==> src/rtl/baud_rate_gen.sv <==
// baud_rate_gen: programmable oversample / bit-rate tick generator for the UART.
// A down-counter produces o_ticks every `period` clocks. Every OVERSAMPLE-th
// o_ticks also raises o_bit_tick. A divisor written through the shadow register
// only takes effect at a tick boundary, so a reload never shortens or splits a
// period that is already running.
// Optional feature: define BAUD_FRAC_DIV_EN to build the fractional
// accumulator, which adds one extra clock to a period on each accumulator carry.
// Without it, i_div_frac is accepted but ignored.
module baud_rate_gen #(
  parameter int DIV_W       = 16,
  parameter int FRAC_W      = 4,
  parameter int OVERSAMPLE  = 16,
  parameter int DEFAULT_DIV = 651
) (
  input  logic              clk,
  input  logic              reset,
  input  logic              i_enable,
  input  logic              i_sync,
  input  logic [DIV_W-1:0]  i_div_int,
  input  logic [FRAC_W-1:0] i_div_frac,
  input  logic              i_div_load,
  output logic              o_pending,
  output logic              o_ticks,
  output logic              o_bit_tick
);

  localparam int OS_W = (OVERSAMPLE > 2) ? $clog2(OVERSAMPLE) : 1;
  localparam logic [DIV_W-1:0] RST_DIV   = DIV_W'(DEFAULT_DIV);
  localparam logic [DIV_W-1:0] RST_CNT   = DIV_W'(DEFAULT_DIV - 1);
  localparam logic [OS_W-1:0]  OS_LAST   = OS_W'(OVERSAMPLE - 1);
  localparam logic [DIV_W-1:0] DIV_ONE   = DIV_W'(1);

  // Registered state
  logic [DIV_W-1:0] cnt_q, cnt_d;
  logic [OS_W-1:0]  os_cnt_q, os_cnt_d;
  logic [DIV_W-1:0] active_int_q, active_int_d;
  logic [DIV_W-1:0] shadow_int_q, shadow_int_d;
  logic             pending_q, pending_d;
  logic             ticks_q, ticks_d;
  logic             bit_tick_q, bit_tick_d;

  // Divisor in force for this edge: the shadow wins whenever it is about to be
  // applied, because the reload on that edge must already use the new value.
  logic             apply_shadow;
  logic [DIV_W-1:0] use_int;
  logic [DIV_W-1:0] eff_int_m1;
  logic             carry;

`ifdef BAUD_FRAC_DIV_EN
  logic [FRAC_W-1:0] active_frac_q, active_frac_d;
  logic [FRAC_W-1:0] shadow_frac_q, shadow_frac_d;
  logic [FRAC_W-1:0] frac_acc_q, frac_acc_d;
  logic [FRAC_W-1:0] use_frac;
  logic [FRAC_W:0]   frac_sum;
`else
  // The fractional input stays on the port for a uniform interface.
  logic unused_div_frac;
  assign unused_div_frac = ^i_div_frac;
`endif

  // Resolve the effective divisor and the fractional carry for a reload now
  always_comb begin
    apply_shadow = pending_q & (i_sync | ~i_enable | (cnt_q == '0));
    use_int      = apply_shadow ? shadow_int_q : active_int_q;
    // A divisor of 0 behaves like 1: tick every cycle.
    eff_int_m1   = (use_int == '0) ? '0 : (use_int - DIV_ONE);
`ifdef BAUD_FRAC_DIV_EN
    use_frac     = apply_shadow ? shadow_frac_q : active_frac_q;
    frac_sum     = {1'b0, frac_acc_q} + {1'b0, use_frac};
    carry        = frac_sum[FRAC_W];
`else
    carry        = 1'b0;
`endif
  end

  // Next-state logic: sync beats boundary; disable freezes the counters
  always_comb begin
    // NOTE: every signal gets a default first so no path leaves it unassigned,
    // which would otherwise infer a latch.
    cnt_d        = cnt_q;
    os_cnt_d     = os_cnt_q;
    active_int_d = active_int_q;
    shadow_int_d = shadow_int_q;
    pending_d    = pending_q;
    ticks_d      = 1'b0;
    bit_tick_d   = 1'b0;
`ifdef BAUD_FRAC_DIV_EN
    active_frac_d = active_frac_q;
    shadow_frac_d = shadow_frac_q;
    frac_acc_d    = frac_acc_q;
`endif

    // Shadow promotion happens on sync, while disabled, or at a boundary.
    if (apply_shadow) begin
      active_int_d = shadow_int_q;
`ifdef BAUD_FRAC_DIV_EN
      active_frac_d = shadow_frac_q;
`endif
      pending_d    = 1'b0;
    end

    if (i_sync) begin
      cnt_d    = eff_int_m1;
      os_cnt_d = '0;
`ifdef BAUD_FRAC_DIV_EN
      frac_acc_d = '0;
`endif
    end else if (i_enable) begin
      if (cnt_q != '0) begin
        cnt_d = cnt_q - DIV_ONE;
      end else begin
        ticks_d    = 1'b1;
        bit_tick_d = (os_cnt_q == OS_LAST);
        os_cnt_d   = (os_cnt_q == OS_LAST) ? '0 : (os_cnt_q + OS_W'(1));
        // period - 1 = eff_int - 1 + carry; cannot overflow DIV_W bits.
        cnt_d      = eff_int_m1 + DIV_W'(carry);
`ifdef BAUD_FRAC_DIV_EN
        frac_acc_d = frac_sum[FRAC_W-1:0];
`endif
      end
    end

    // A load lands in the shadow and stays pending for a later reload, even
    // when the current edge promoted an older shadow value.
    if (i_div_load) begin
      shadow_int_d = i_div_int;
`ifdef BAUD_FRAC_DIV_EN
      shadow_frac_d = i_div_frac;
`endif
      pending_d    = 1'b1;
    end
  end

  // State register with synchronous active-high reset
  always_ff @(posedge clk) begin
    // NOTE: sequential state uses non-blocking assignments so every flop
    // samples the pre-edge values regardless of statement order.
    if (reset) begin
      cnt_q        <= RST_CNT;
      os_cnt_q     <= '0;
      active_int_q <= RST_DIV;
      shadow_int_q <= RST_DIV;
      pending_q    <= 1'b0;
      ticks_q      <= 1'b0;
      bit_tick_q   <= 1'b0;
`ifdef BAUD_FRAC_DIV_EN
      active_frac_q <= '0;
      shadow_frac_q <= '0;
      frac_acc_q    <= '0;
`endif
    end else begin
      cnt_q        <= cnt_d;
      os_cnt_q     <= os_cnt_d;
      active_int_q <= active_int_d;
      shadow_int_q <= shadow_int_d;
      pending_q    <= pending_d;
      ticks_q      <= ticks_d;
      bit_tick_q   <= bit_tick_d;
`ifdef BAUD_FRAC_DIV_EN
      active_frac_q <= active_frac_d;
      shadow_frac_q <= shadow_frac_d;
      frac_acc_q    <= frac_acc_d;
`endif
    end
  end

  assign o_pending  = pending_q;
  assign o_ticks    = ticks_q;
  assign o_bit_tick = bit_tick_q;

endmodule

==> config.mk <==
export PLATFORM = sky130hd
export DESIGN_NAME = baud_rate_gen
export DESIGN_NICKNAME = d
export VERILOG_FILES = /design/src/rtl/baud_rate_gen.sv
export SDC_FILE = /design/constraint.sdc
export NUM_CORES = 1
export LEC_CHECK = 0
export ABC_AREA = 1
export BUFFER_PORTS_ARGS = -buffer_cell sky130_fd_sc_hd__buf_2
export CORE_MARGIN = 1
export CORE_UTILIZATION = 54
export DETAILED_ROUTE_END_ITERATION = 8
export PLACE_DENSITY = 0.77
export SYNTH_ARGS = -nofsm -noshare
export SYNTH_HDL_FRONTEND = slang
export SYNTH_SLANG_ARGS = --single-unit
==> constraint.sdc <==
create_clock -name clk -period 2.2 [get_ports clk]
set_input_delay 0.22 -clock clk [delete_from_list [all_inputs] [get_ports clk]]
set_output_delay 0.22 -clock clk [all_outputs]
set_load 0.05 [all_outputs]
* Word-level counts from Yosys, hierarchy flattened
Cells that the tools add are included.
Operators by class: add/sub/neg operators 3, equality and inequality tests 1, multiplexer cells 9, bitwise operators 5, reduce and logical (&&, ||, !) cells 9
Operators with widths (count):
- 2-to-1 mux 16 bit | 5
- zero test 16 bit | 2
- subtractor 16 x 1 -> 16 bit, second input constant | 2
- nonzero test 16 bit | 1
- adder 4 x 1 -> 4 bit, second input constant | 1
- equality test 4 bit, second input constant | 1
- 2-to-1 mux 4 bit | 1
- nonzero test 2 bit | 2
- OR reduction 4 bit | 1
- 2-to-1 mux 1 bit | 3
- OR reduction 3 bit | 1
- inverter 1 bit | 2
- OR 1 bit | 2
- AND reduction 2 bit | 1
- OR reduction 2 bit | 1
- AND 1 bit | 1
Storage, ports and cells: flip-flop bits (word level) 55, input port bits 25, output and inout bits 3, logic and storage cells 34

* Depth between registers and ports, before layout
depth in word-level cells 10, gate-level depth with buffers 20

* Worst setup path before layout
No wires, ideal clock.
path type register to register, from reg pending_q, in the netlist o_pending, to reg cnt_q[13], setup time 0.109 ns, arrival time 2.045 ns, required time 2.091 ns, slack 0.046 ns, stages on the path, launching flop included 14, path buffers 2, period minus slack after synthesis 2.154 ns, cell sequence dfxtp_1 -> buf_2 -> buf_2 -> nand3b_1 -> nand2_2 -> nand2_1 -> nor2_2 -> nand3_2 -> nor2_2 -> nand2_1 -> nand3_1 -> nand3_1 -> nand2_1 -> inv_1
Between the ends: longest elaborated chain between the ends 7
Ends and longest elaborated chain:
- from (decl) | line 38 | logic pending_q, pending_d;
- from (signal assigned) | line 156 | pending_q <= pending_d;
- AND 1 bit (*) | line 63 | apply_shadow = pending_q & (i_sync | ~i_enable | (cnt_q == '0));
- 2-to-1 mux 16 bit (*)
- subtractor 16 x 1 -> 16 bit or zero test 16 bit (tied branches) | line 66 | eff_int_m1 = (use_int == '0) ? '0 : (use_int - DIV_ONE);
- 2-to-1 mux 16 bit (*) | line 66
- 2-to-1 mux 16 bit | line 109 | if (cnt_q != '0) begin
- 2-to-1 mux 16 bit | line 108 | end else if (i_enable) begin
- 2-to-1 mux 16 bit (*) | line 102 | if (i_sync) begin
- to (signal assigned) | line 152 | cnt_q <= cnt_d;
- to (decl) | line 34 | logic [DIV_W-1:0] cnt_q, cnt_d;
Every way passes the cells marked *; elsewhere a longest branch is shown, timed or not. The select of a mux whose other input is x is not followed. A chain may end at the register's enable or synchronous reset.

* Final worst setup path
from reg cnt_q[5], to reg cnt_q[11]
Between the ends: longest elaborated chain between the ends 9
Ends and longest elaborated chain (line):
- zero test 16 bit | 63
- OR 1 bit | 63
- AND 1 bit | 63
- 2-to-1 mux 16 bit
- subtractor 16 x 1 -> 16 bit or zero test 16 bit (tied branches) | 66
- 2-to-1 mux 16 bit | 66
- 2-to-1 mux 16 bit | 109
- 2-to-1 mux 16 bit | 108
- 2-to-1 mux 16 bit (*) | 102
Marks and branches as above.

==> key figures <==
Timing
  • Tmin final: 2.36 ns
  • Setup tns final: -1.37 ns
  • RSZ-0062 raised after global routing: true
  • Hold Vio Cnt, Final: 0
  • Period utilization: 107%
  • Max Freq: 0.423 GHz
  • Rel. slew slack: 61.0%
  • Setup WS post-layout: -0.163 ns
  • Setup Skew: 0.0101 ns
  • Finish-stage setup viols: 15
  • Max-slew violations: 0
  • Slew @ Worst Pin: 0.582 ns

Floorplan
  • Core Area: 5540 µm²
  • Std cell rows: 27
  • Die W: 78.2 µm
  • I/O Pins: 28
  • Chip height: 78.2 µm
  • Die ar.: 6110 µm²
  • Initial cell density of the core: 56.5%

Clock network
  • Clk pin slew, worst setup/hold paths: 0.11 ns
  • CTS Buf Count: 5
  • CTS tree: yes
  • Worst-Skew Late Latency: 0.31 ns
  • H-tree Lvls: 2
  • Clock buffer depth: 2
  • Clock root cell: clkbuf_8
  • CTS sink cnt: 55

Placement
  • Hpwl dp: 5680 µm
  • GP Congestion: 0.951
  • Dpl cell area: 3700 µm²
  • I/O Buffers: 23
  • Pre-CTS setup slack: -0.122 ns

Synthesis
  • Post-Synthesis Cells: 458
  • Yosys warns: 0
  • Post-synth top flop: dfxtp_1
  • FFs w/ async S/R, synth: 0%
  • Top post-synthesis cells by count: nand2_1 (86), nor2_1 (69), dfxtp_1 (55), inv_1 (50), o21ai_0 (29)
  • Sequential area share after synthesis: 35.2%
  • Synth top area share: 35.2%
  • Syn_nets: 485
  • Seq cells post-synth: 55
  • Post-synth EDFFs: 0
  • Synth Area per Inst: 6.84 µm²
  • Area contributors post-synth: dfxtp_1 (35%), nand2_1 (10%), nor2_1 (8.3%)
  • Top-count cell post-synth: nand2_1
  • Mapped Area: 3130 µm²
  • Synth unique cells: 40
  • Synth area leader: dfxtp_1

Finish
  • FF/Latch Area: 1110 µm²
  • Cell area after layout: 4470 µm²
  • Nets: 592
  • Antenna Cells: 0
  • Share of layout cells above drive strength 1: 39.6%
  • Multi-input gate area: 2100 µm²
  • Filler Cells Inserted: 354
  • Layout area overhead: 42.9%
  • Share of the core filled with cells: 80.8%

Worst setup path
  • Crit path launch type: flop
  • Crit-path slowest cell: dfxtp_4
  • Critical path data required time: 2.39 ns
  • Worst Path Arrival: 2.56 ns
  • Worst-path cell chain: nor2_4 > nand2_2 > nor2_4 > nand2_4 > nand2_8 > buf_16 > nand3b_1 > nand2_2 > nand2_2 > inv_2 > nand2_2 > nor2_4 > nand2_4 > nand3_4 > nor2_2 > nor2_1 > a21oi_2
  • Delay of the slowest cell on the worst path: 0.37 ns
  • Most used cell along the critical path: nand2_2
  • Crit path max fanout: 7
  • CP endpoint kind: flop
  • Kind of critical path: flop to flop

Power
  • Maximum vdd ir drop: 0.498 mV
  • Static Leak: 2.11 nW
  • Pwr dens: 535 nW/µm²

Detailed routing
  • Drt wl/cell: 15.4 µm
  • Drc violations: 0
  • DRC marker count from the first detailed-route iteration: 339
  • WL final: 9810 µm
  • Post-DRT Antenna Nets: 0
  • Vias: 3501
  • Vias per Instance: 5.49
  • Detailed Routing Iterations Pass 1: 5

Worst hold path
  • Min-delay worst type: primary input to flop

GRT
  • Vias in the first global route: 3264
  • Gr ovfl total: 0
  • First-pass GRT wire length: 14300 µm
  • Overall Global Routing Usage: 29.6%
  • Initial antenna violation count: 0
  • Largest net degree at the start of global routing: 32

Run status
  • Violated checks: setup timing
  • Status: finished, violations left

Run
  • Max-cap violations: 0
routing by layer:
| layer | GRT usage (%) | share of wire, % |
|---|---|---|
| met1 | 34.9 | 41 |
| met2 | 53.8 | 50 |
| met3 | 4.30 | 4.8 |
| met4 | 11.1 | 3.3 |
| met5 | 0 | 0 |
through the flow:
stage                     cells  hold slack (ns)  total power [W]
after floorplan             458            0.329          0.00136
after global placement      597            0.431          0.00150
after detailed placement    597            0.438          0.00152
after CTS                   630            0.110          0.00230
after global routing        638            0.128          0.00249
final                       638            0.105          0.00239
area by class of cell:
cell class              instances  area share (%)
clock buffers                   6            1.85
clock inverters                 2           0.867
inverters                      57            4.84
multi-input cells             334            46.8
flip-flops and latches         55            24.9
well taps                      72            2.01
repair buffers                112            18.7
state kept, by name, summed over array words and instances, names as in the netlist:
name,count
os_cnt_q,4
o_pending,1
o_ticks,1
shadow_int_q,16
cnt_q,16
o_bit_tick,1
active_int_q,16
repair_timing:
action | 4_1_cts | 5_1_grt
buffers inserted | 22 | 8
pin swaps | 28 | 21
cloned | 3 | 1
resized for setup | 29 | 66
hold buffers | 0 | 0
endpoints found under the setup margin | 16 | 16
worst max-delay path, delay by kind of cell, from the launching register on:
| kind | cells | cell delay, ns |
|---|---|---|
| AO/OA/AOI/OAI | 1 | 0.06 |
| buffers and inverters | 2 | 0.19 |
| flip-flops | 1 | 0.37 |
| AND/OR/NAND/NOR | 14 | 1.62 |
worst paths after layout:
| check | from | depth (start not counted) | end | slack, ns |
|---|---|---|---|---|
| min reg2reg | os_cnt_q[3] | 1 | os_cnt_q[3] | 0.48 |
| min | i_div_int[3] | 3 | shadow_int_q[3] | 0.11 |
| max | cnt_q[5] | 17 | cnt_q[11] | -0.16 |
| max reg2reg | cnt_q[5] | 17 | cnt_q[11] | -0.16 |
report_power, final:
part,switching (W),internal (W)
Clock,0.000353,0.000375
Combinational,0.000331,0.000257
Sequential,0.0000323,0.00105
Total,0.000716,0.00168
cells in the final DEF, fill, tap and decap left out, drive strengths merged:
cell,n
a22oi,2
a31oi,3
a221oi,1
nor3b,1
a211oi,1
nand4,3
nand3,35
o21bai,1
ha,2
o22ai,1
bufinv,1
clkbuf,6
xnor2,5
nor4,3
a21oi,29
nand2,112
nor3,4
o2111ai,1
o21ai,34
nand3b,4
xor2,6
o31ai,1
o211ai,2
inv,55
buf,112
dfxtp,55
nor2,82
o221ai,1
clkinv,3
kinds of logic after synthesis:
family / Yosys count / share of synthesized area (%)
AO/OA/AOI/OAI: 77 / 13.9
adder cells (fa/ha/maj): 2 / 0.799
buffers and inverters: 72 / 9.51
XOR/XNOR: 11 / 3.08
flip-flops: 55 / 35.2
AND/OR/NAND/NOR: 241 / 37.6
Power figures use the tool's default switching activity.
